`src/rtl/imem_pkg.sv`:
```
// rtl/imem_pkg.sv - shared instruction-memory widths and arbiter owner encoding
package imem_pkg;

   localparam int DEF_ADDR_W = 5;
   localparam int DEF_DATA_W = 32;

   typedef enum logic [1:0] {
      IDLE  = 2'd0,
      FETCH = 2'd1,
      LD_RD = 2'd2,
      LD_WR = 2'd3
   } owner_e;

endpackage

```
`src/rtl/imem_arbiter_if.sv`:
```
// rtl/imem_arbiter_if.sv - fetch, loader and memory-port signals of the imem arbiter
interface imem_arbiter_if
   import imem_pkg::*;
#(
   parameter int ADDR_W = DEF_ADDR_W,
   parameter int DATA_W = DEF_DATA_W
);

   logic              fetch_req;
   logic [ADDR_W-1:0] fetch_addr;
   logic              fetch_kill;
   logic              fetch_gnt;
   logic              stall_f;
   logic              fetch_rvalid;
   logic [DATA_W-1:0] fetch_rdata;

   logic              ld_req;
   logic              ld_we;
   logic [ADDR_W-1:0] ld_addr;
   logic [DATA_W-1:0] ld_wdata;
   logic              ld_hold;
   logic              ld_gnt;
   logic              ld_rvalid;
   logic [DATA_W-1:0] ld_rdata;

   logic              mem_en;
   logic              mem_we;
   logic [ADDR_W-1:0] mem_addr;
   logic [DATA_W-1:0] mem_wdata;
   logic [DATA_W-1:0] mem_rdata;

   modport slave (
      input  fetch_req, fetch_addr, fetch_kill,
      output fetch_gnt, stall_f, fetch_rvalid, fetch_rdata,
      input  ld_req, ld_we, ld_addr, ld_wdata, ld_hold,
      output ld_gnt, ld_rvalid, ld_rdata,
      output mem_en, mem_we, mem_addr, mem_wdata,
      input  mem_rdata
   );

   modport master (
      output fetch_req, fetch_addr, fetch_kill,
      input  fetch_gnt, stall_f, fetch_rvalid, fetch_rdata,
      output ld_req, ld_we, ld_addr, ld_wdata, ld_hold,
      input  ld_gnt, ld_rvalid, ld_rdata,
      input  mem_en, mem_we, mem_addr, mem_wdata,
      output mem_rdata
   );

endinterface

```
`src/rtl/imem_arbiter.sv`:
```
// rtl/imem_arbiter.sv - single-port imem arbiter: fetch vs loader with bounded loader burst
module imem_arbiter
   import imem_pkg::*;
#(
   parameter int ADDR_W       = DEF_ADDR_W,
   parameter int DATA_W       = DEF_DATA_W,
   parameter int MAX_LD_BURST = 4
) (
   input  logic           clk,
   input  logic           rst,
   imem_arbiter_if.slave  bus
);

   localparam logic [3:0] BURST_LIM = 4'(MAX_LD_BURST);

   owner_e     owner_q, owner_d;
   logic [3:0] streak_q, streak_d;
   logic       fetch_elig, ld_elig;
   logic       fetch_gnt, ld_gnt;

   // A killed fetch presents a wrong-path address, so it is never eligible.
   always_comb begin
      fetch_elig = bus.fetch_req & ~bus.fetch_kill & ~bus.ld_hold & ~rst;
      ld_elig    = bus.ld_req & ~rst;
      fetch_gnt  = fetch_elig & (~ld_elig | (streak_q == BURST_LIM));
      ld_gnt     = ld_elig & ~fetch_gnt;
   end

   always_comb begin
      streak_d = streak_q;
      if (fetch_gnt | ~fetch_elig) begin
         streak_d = 4'd0;
      end else if (ld_gnt && (streak_q != BURST_LIM)) begin
         streak_d = streak_q + 4'd1;
      end
   end

   always_comb begin
      owner_d = IDLE;
      if (fetch_gnt) begin
         owner_d = FETCH;
      end else if (ld_gnt) begin
         owner_d = bus.ld_we ? LD_WR : LD_RD;
      end
   end

   always_ff @(posedge clk or posedge rst) begin
      if (rst) begin
         owner_q  <= IDLE;
         streak_q <= 4'd0;
      end else begin
         owner_q  <= owner_d;
         streak_q <= streak_d;
      end
   end

   always_comb begin
      bus.fetch_gnt    = fetch_gnt;
      bus.ld_gnt       = ld_gnt;
      bus.stall_f      = bus.fetch_req & ~fetch_gnt & ~bus.fetch_kill;

      bus.mem_en       = fetch_gnt | ld_gnt;
      bus.mem_we       = ld_gnt & bus.ld_we;
      bus.mem_addr     = '0;
      bus.mem_wdata    = '0;
      if (fetch_gnt) begin
         bus.mem_addr  = bus.fetch_addr;
      end else if (ld_gnt) begin
         bus.mem_addr  = bus.ld_addr;
         bus.mem_wdata = bus.ld_wdata;
      end

      bus.fetch_rvalid = 1'b0;
      bus.fetch_rdata  = '0;
      bus.ld_rvalid    = 1'b0;
      bus.ld_rdata     = '0;
      // A kill arriving in the response cycle turns the returning fetch into a bubble.
      unique case (owner_q)
         FETCH: begin
            bus.fetch_rvalid = ~bus.fetch_kill;
            bus.fetch_rdata  = bus.fetch_kill ? '0 : bus.mem_rdata;
         end
         LD_RD: begin
            bus.ld_rvalid = 1'b1;
            bus.ld_rdata  = bus.mem_rdata;
         end
         LD_WR: begin
            bus.ld_rvalid = 1'b1;
         end
         default: ;
      endcase
   end

endmodule

```
`src/flat_wrapper.sv`:
```
// flat-port wrapper written by rule: the top's interface ports become plain ports
module imem_arbiter_flat import imem_pkg::*;
#(
   parameter int ADDR_W       = DEF_ADDR_W,
   parameter int DATA_W       = DEF_DATA_W,
   parameter int MAX_LD_BURST = 4
)
  (clk, rst, bus_fetch_req, bus_fetch_addr, bus_fetch_kill, bus_fetch_gnt, bus_stall_f, bus_fetch_rvalid, bus_fetch_rdata, bus_ld_req, bus_ld_we, bus_ld_addr, bus_ld_wdata, bus_ld_hold, bus_ld_gnt, bus_ld_rvalid, bus_ld_rdata, bus_mem_en, bus_mem_we, bus_mem_addr, bus_mem_wdata, bus_mem_rdata);
  imem_arbiter_if #(.ADDR_W(ADDR_W), .DATA_W(DATA_W)) bus_i ();
  input  logic clk;
  input  logic rst;
  input wire logic [$bits(bus_i.fetch_req)-1:0] bus_fetch_req;
  input wire logic [$bits(bus_i.fetch_addr)-1:0] bus_fetch_addr;
  input wire logic [$bits(bus_i.fetch_kill)-1:0] bus_fetch_kill;
  output wire logic [$bits(bus_i.fetch_gnt)-1:0] bus_fetch_gnt;
  output wire logic [$bits(bus_i.stall_f)-1:0] bus_stall_f;
  output wire logic [$bits(bus_i.fetch_rvalid)-1:0] bus_fetch_rvalid;
  output wire logic [$bits(bus_i.fetch_rdata)-1:0] bus_fetch_rdata;
  input wire logic [$bits(bus_i.ld_req)-1:0] bus_ld_req;
  input wire logic [$bits(bus_i.ld_we)-1:0] bus_ld_we;
  input wire logic [$bits(bus_i.ld_addr)-1:0] bus_ld_addr;
  input wire logic [$bits(bus_i.ld_wdata)-1:0] bus_ld_wdata;
  input wire logic [$bits(bus_i.ld_hold)-1:0] bus_ld_hold;
  output wire logic [$bits(bus_i.ld_gnt)-1:0] bus_ld_gnt;
  output wire logic [$bits(bus_i.ld_rvalid)-1:0] bus_ld_rvalid;
  output wire logic [$bits(bus_i.ld_rdata)-1:0] bus_ld_rdata;
  output wire logic [$bits(bus_i.mem_en)-1:0] bus_mem_en;
  output wire logic [$bits(bus_i.mem_we)-1:0] bus_mem_we;
  output wire logic [$bits(bus_i.mem_addr)-1:0] bus_mem_addr;
  output wire logic [$bits(bus_i.mem_wdata)-1:0] bus_mem_wdata;
  input wire logic [$bits(bus_i.mem_rdata)-1:0] bus_mem_rdata;
  assign bus_i.fetch_req = bus_fetch_req;
  assign bus_i.fetch_addr = bus_fetch_addr;
  assign bus_i.fetch_kill = bus_fetch_kill;
  assign bus_fetch_gnt = bus_i.fetch_gnt;
  assign bus_stall_f = bus_i.stall_f;
  assign bus_fetch_rvalid = bus_i.fetch_rvalid;
  assign bus_fetch_rdata = bus_i.fetch_rdata;
  assign bus_i.ld_req = bus_ld_req;
  assign bus_i.ld_we = bus_ld_we;
  assign bus_i.ld_addr = bus_ld_addr;
  assign bus_i.ld_wdata = bus_ld_wdata;
  assign bus_i.ld_hold = bus_ld_hold;
  assign bus_ld_gnt = bus_i.ld_gnt;
  assign bus_ld_rvalid = bus_i.ld_rvalid;
  assign bus_ld_rdata = bus_i.ld_rdata;
  assign bus_mem_en = bus_i.mem_en;
  assign bus_mem_we = bus_i.mem_we;
  assign bus_mem_addr = bus_i.mem_addr;
  assign bus_mem_wdata = bus_i.mem_wdata;
  assign bus_i.mem_rdata = bus_mem_rdata;
  imem_arbiter #(.ADDR_W(ADDR_W), .DATA_W(DATA_W), .MAX_LD_BURST(MAX_LD_BURST)) u_core (.clk(clk), .rst(rst), .bus(bus_i));
endmodule
```
`config.mk`:
```
export PLATFORM = sky130hd
export DESIGN_NAME = imem_arbiter_flat
export DESIGN_NICKNAME = d
export VERILOG_FILES = /design/src/rtl/imem_pkg.sv /design/src/rtl/imem_arbiter_if.sv /design/src/rtl/imem_arbiter.sv /design/src/flat_wrapper.sv
export SDC_FILE = /design/constraint.sdc
export NUM_CORES = 1
export LEC_CHECK = 0
export CAP_MARGIN = 20
export CORE_ASPECT_RATIO = 0.7
export CORE_MARGIN = 2
export CORE_UTILIZATION = 19
export CTS_BUF_LIST = sky130_fd_sc_hd__clkbuf_16
export CTS_CLUSTER_DIAMETER = 150
export DETAILED_ROUTE_END_ITERATION = 6
export PLACE_DENSITY = 0.89
export RECOVER_POWER = 50
export SYNTH_ARGS = -nofsm -noshare
export SYNTH_HDL_FRONTEND = slang
export SYNTH_SLANG_ARGS = --single-unit
```
`constraint.sdc`:
```
create_clock -name clk -period 1.99 [get_ports clk]
set_input_delay 0.398 -clock clk [delete_from_list [all_inputs] [get_ports clk]]
set_output_delay 0.398 -clock clk [all_outputs]
set_load 0.01 [all_outputs]
```
Word level (Yosys, flattened, before mapping)
Index checks and enable logic that the tools add are counted.
- bits of input ports: 81
- output and inout port bits: 108
- bits in registers: 6
- reductions and logical operators: 3
- mux-type cells: 14
- bitwise operators: 18
- $add $sub $neg: 1
- equality and inequality tests: 5
- operators with widths (kind ; count):
    two-way mux 32 bit ; 5
    two-way mux 5 bit ; 2
    bitwise AND 1 bit ; 9
    two-way mux 4 bit ; 2
    NOT 1 bit ; 6
    adder 4 x 1 -> 4 bit, second input constant ; 1
    equality test 2 bit, second input constant ; 2
    equality test 4 x 3 -> 1 bit, second input constant ; 1
    two-way mux 2 bit ; 2
    != test 4 x 3 -> 1 bit, second input constant ; 1
    two-way mux 1 bit ; 3
    bitwise OR 1 bit ; 3
    equality test 2 x 1 -> 1 bit, second input constant ; 1
    nonzero test 2 bit ; 1
    OR reduction 2 bit ; 1
    logical AND 1 bit ; 1

Depth between registers and ports, before layout
- depth in word-level cells: 10
- mapped depth: 7

Worst setup path before layout
OpenSTA, ideal clock, no wires.
- path kind: input to output
- start: in rst
- end: out bus_mem_wdata[0]
- stages: 5
- data arrival time: 1.562 ns
- setup slack: 0.030 ns
- buffers on the path: 2
- cells stage by stage: or4b_4 -> o21a_1 -> buf_6 -> buf_6 -> and2_1
- cells in the longest elaborated chain, start to end: 9
- elaborated cells between the ends (all ways): 10
- classes of those cells: mux (2); bitwise (8)
- RTL lines (what ; RTL line ; text):
    start, declared ; flat_wrapper.sv:11 ; input logic rst;
    NOT 1 bit (*) ; imem_arbiter.sv:23, imem_arbiter.sv:24 ;
    bitwise AND 1 bit ; imem_arbiter.sv:24 ; ld_elig = bus.ld_req & ~rst;
    NOT 1 bit ; imem_arbiter.sv:25 ; fetch_gnt = fetch_elig & (~ld_elig | (streak_q == BURST_LIM));
    bitwise OR 1 bit ; imem_arbiter.sv:25 ;
    bitwise AND 1 bit ; imem_arbiter.sv:25 ;
    NOT 1 bit ; imem_arbiter.sv:26 ; ld_gnt = ld_elig & ~fetch_gnt;
    bitwise AND 1 bit ; imem_arbiter.sv:26 ;
    two-way mux 32 bit ; imem_arbiter.sv:68 ; end else if (ld_gnt) begin
    two-way mux 32 bit (*) ; imem_arbiter.sv:66 ; if (fetch_gnt) begin
    end, declared ; flat_wrapper.sv:30 ; output wire logic [$bits(bus_i.mem_wdata)-1:0] bus_mem_wdata;
Mark *: on every way between the ends. The rest lies on a longest branch, timed or not.

Worst setup path after layout
- start: in rst
- end: out bus_mem_addr[1]
- cells in the longest elaborated chain, start to end: 9
- elaborated cells between the ends (all ways): 10
- classes of those cells: mux (2); bitwise (8)
- RTL lines (what ; RTL line ; text):
    NOT 1 bit (*) ; imem_arbiter.sv:23, imem_arbiter.sv:24 ;
    bitwise AND 1 bit ; imem_arbiter.sv:24 ;
    NOT 1 bit ; imem_arbiter.sv:25 ;
    bitwise OR 1 bit ; imem_arbiter.sv:25 ;
    bitwise AND 1 bit ; imem_arbiter.sv:25 ;
    NOT 1 bit ; imem_arbiter.sv:26 ;
    bitwise AND 1 bit ; imem_arbiter.sv:26 ;
    two-way mux 5 bit ; imem_arbiter.sv:68 ;
    two-way mux 5 bit (*) ; imem_arbiter.sv:66 ;
    end, declared ; flat_wrapper.sv:29 ; output wire logic [$bits(bus_i.mem_addr)-1:0] bus_mem_addr;
Marked as above.

==> out/metrics.yaml <==
run_status: "finished with violations"
violations: "negative setup slack"
fillers: 463
cp_cell_sequence: "buf_6, or4b_4, o21a_4, buf_12, buf_8, a22o_1, buf_2"
synthFlopType: "dfrtp_1"
grt-ovfl-total: 0
final_nets: 457
yosysSeqAreaShare_pct: 14.1
multi_input_area_um2: 915
final_cell_mix: "clkdlybuf4s50_1 (77), and2_1 (72), dlygate4sd2_1 (51)"
skew_ns: 0.000621
met2_length_um: 3610
cts.clk_slew.worst_paths_ns: 0.03
drtIter0Drc: 38
max_freq_mhz: 442
syn_avg_cell_area_um2: 7.28
hp-class: "input port to async pin"
drv_slew: 0
core_um2: 5310
p_leak_nw: 1.85
reg2reg_setup_slack_ns: 0.40
vias: 1823
cp-end-kind: "output pin"
p_per_area_nw_per_um2: 283
reg2reg_to: "u_core.owner_q[1]"
hold_violations: 0
r2r_start: "u_core.streak_q[0]"
path_max_fanout: 5
cts_tree: "done"
die_h_um: 66.6
grt_pass1_wl_um: 9700
cts_max_level: 1
dp_cells: 413
viasPerCell: 4.11
crit_path_max_incr_delay_ns: 0.55
synth_area_leader_cell: "and2_1"
synthDistinctLibCells: 20
crit_type: "input port to output pin"
wl_met3_um: 494
grt_max_degree: 15
synth_edf_count: 0
slowest_stage: "or4b_4"
postLayoutSetupSlackWorst_ns: -0.273
dpl_cell_area_um2: 3110
gp_congestion: 0.825
syn_area_um2: 1060
post-route-drc-count: 0
synth.net_count: 229
io_pins: 189
fin_crit_ns: 2.26
tightest_slew_ns: 0.241
antenna_found_initial: 0
cts_root_buffer: "clkbuf_16"
crit_arrival_ns: 1.86
drt_wl_total_um: 6670
synth_top_area_share_pct: 50.6
ant_nets: 0
setup_tns_ns: -8.10
port_buffers: 188
clk_latency_ns: 0.23
ys_ff_latch: 6
initial_core_util_pct: 20.0
crit_family: "simple AND/OR/NAND/NOR gates"
core.rowCount: 22
worstSetupStartpointType: "input port"
async_reset_ff_share_pct: 100
maxCapViolations: 0
met1Wirelength_um: 2520
numCtsBuffers: 3
post-route-period-util_pct: 114
vdd_ir_drop_max_uv: 352
clock_path_buffers: 2
postLayoutCoreUtil_pct: 64.6
areaGrowthSynthToFinish_pct: 223
fin_area_um2: 3430
grt_pass1_vias: 1801
rsz0062_at_grt: "true"
fin_cells: 444
cts_sinks: 6
timing.slew.headroom_pct: 83.9
wire_per_inst_um: 15.0
firstDrtPassIters: 4
worst_r2r_path_depth: 8
seq_area_um2: 150
design.die.area_um2: 6210
place_ws_ns: -0.898
die_w_um: 93.4
dpl.hpwl_um: 5020
yosys_warnings: 0
layout_commonest_cell: "clkdlybuf4s50_1"
setup-violations-final: 39
syn-instance-count: 146
top_layer_used: "met4"
ys_top_cells_by_area: "and2_1 (51%), dfrtp_1 (14%), and2_4 (8.2%)"
grt_usage_pct: 20.2
cp_num_buf_inv: 4
required_ns: 1.59
antenna_cells: 0
post_route_cells_drive_above_1_share_pct: 36.6
worst min-delay path: stages:
cell and delay (ns):
buf_6 0.09, buf_4 0.13, inv_1 0.19
cell type report:
| class | count | share of cell area, % |
|---|---|---|
| Tap cell | 72 | 2.63 |
| Multi-Input combinational cell | 125 | 26.7 |
| Sequential cell | 6 | 4.38 |
| Timing Repair Buffer | 234 | 63.7 |
| Clock buffer | 3 | 2.19 |
| Inverter | 4 | 0.438 |
timing repair:
item / in CTS / in global routing
endpoints found under the setup margin: 107 / 55
setup buffers: 16 / 4
pin swaps: 30 / 7
hold endpoints to repair: 0 / 0
gates resized for setup: 327 / 23
hold buffers: 0 / 0
cloned: 8 / 1
how the worst max path moves through the flow:
stage	startpoint	end	slack (ns)	depth (start not counted)
after CTS	bus_fetch_kill	bus_mem_addr[3]	-0.29	7
after detailed placement	bus_fetch_kill	bus_mem_addr[3]	-0.90	6
after global placement	bus_fetch_kill	bus_mem_wdata[4]	-0.86	6
after global routing	rst	bus_mem_addr[2]	-0.30	7
after floorplan	rst	bus_mem_wdata[0]	0.03	5
final	rst	bus_mem_addr[1]	-0.27	7
synth_stat cells (all sizes together), types with 2 or more instances:
master / instances
nand2b: 2
a22o: 5
nor2: 6
dfrtp: 6
inv: 4
nand3: 2
and2: 96
nor3b: 3
clkbuf: 8
buf: 3
ha: 2
nor2b: 2
routing by layer:
metal / vias up / global-route usage, %
met5: - / 0
met2: 87 / 40.6
li1: 905 / -
met1: 826 / 22.4
met4: 0 / 3.31
met3: 5 / 3.62
stage by stage:
step | total power, mW | hold slack (ns)
finish | 0.971 | 0.222
global route | 1.02 | 0.233
CTS | 0.969 | 0.240
detailed placement | 0.601 | 0.536
global placement | 0.595 | 0.519
floorplan | 0.264 | 0.189
cell families (layout without fill, tap and decap cells):
group / count (synthesis) / after routing / share of synthesized area, %
simple gates: 114 / 114 / 68.8
buf+inv: 15 / 241 / 7.42
compound gates: 7 / 7 / 5.65
flops: 6 / 6 / 14.1
fa+ha+maj: 2 / 2 / 2.36
xor+xnor: 2 / 2 / 1.65
report_power, final:
group / internal [mW] / switching, mW
clock: 0.257 / 0.0622
sequential: 0.125 / 0.00177
combinational: 0.345 / 0.179
registers in the layout (all words and copies together), names as in the netlist:
name             cells
u_core.streak_q      4
u_core.owner_q       2
(Power assumes the default switching activity.)
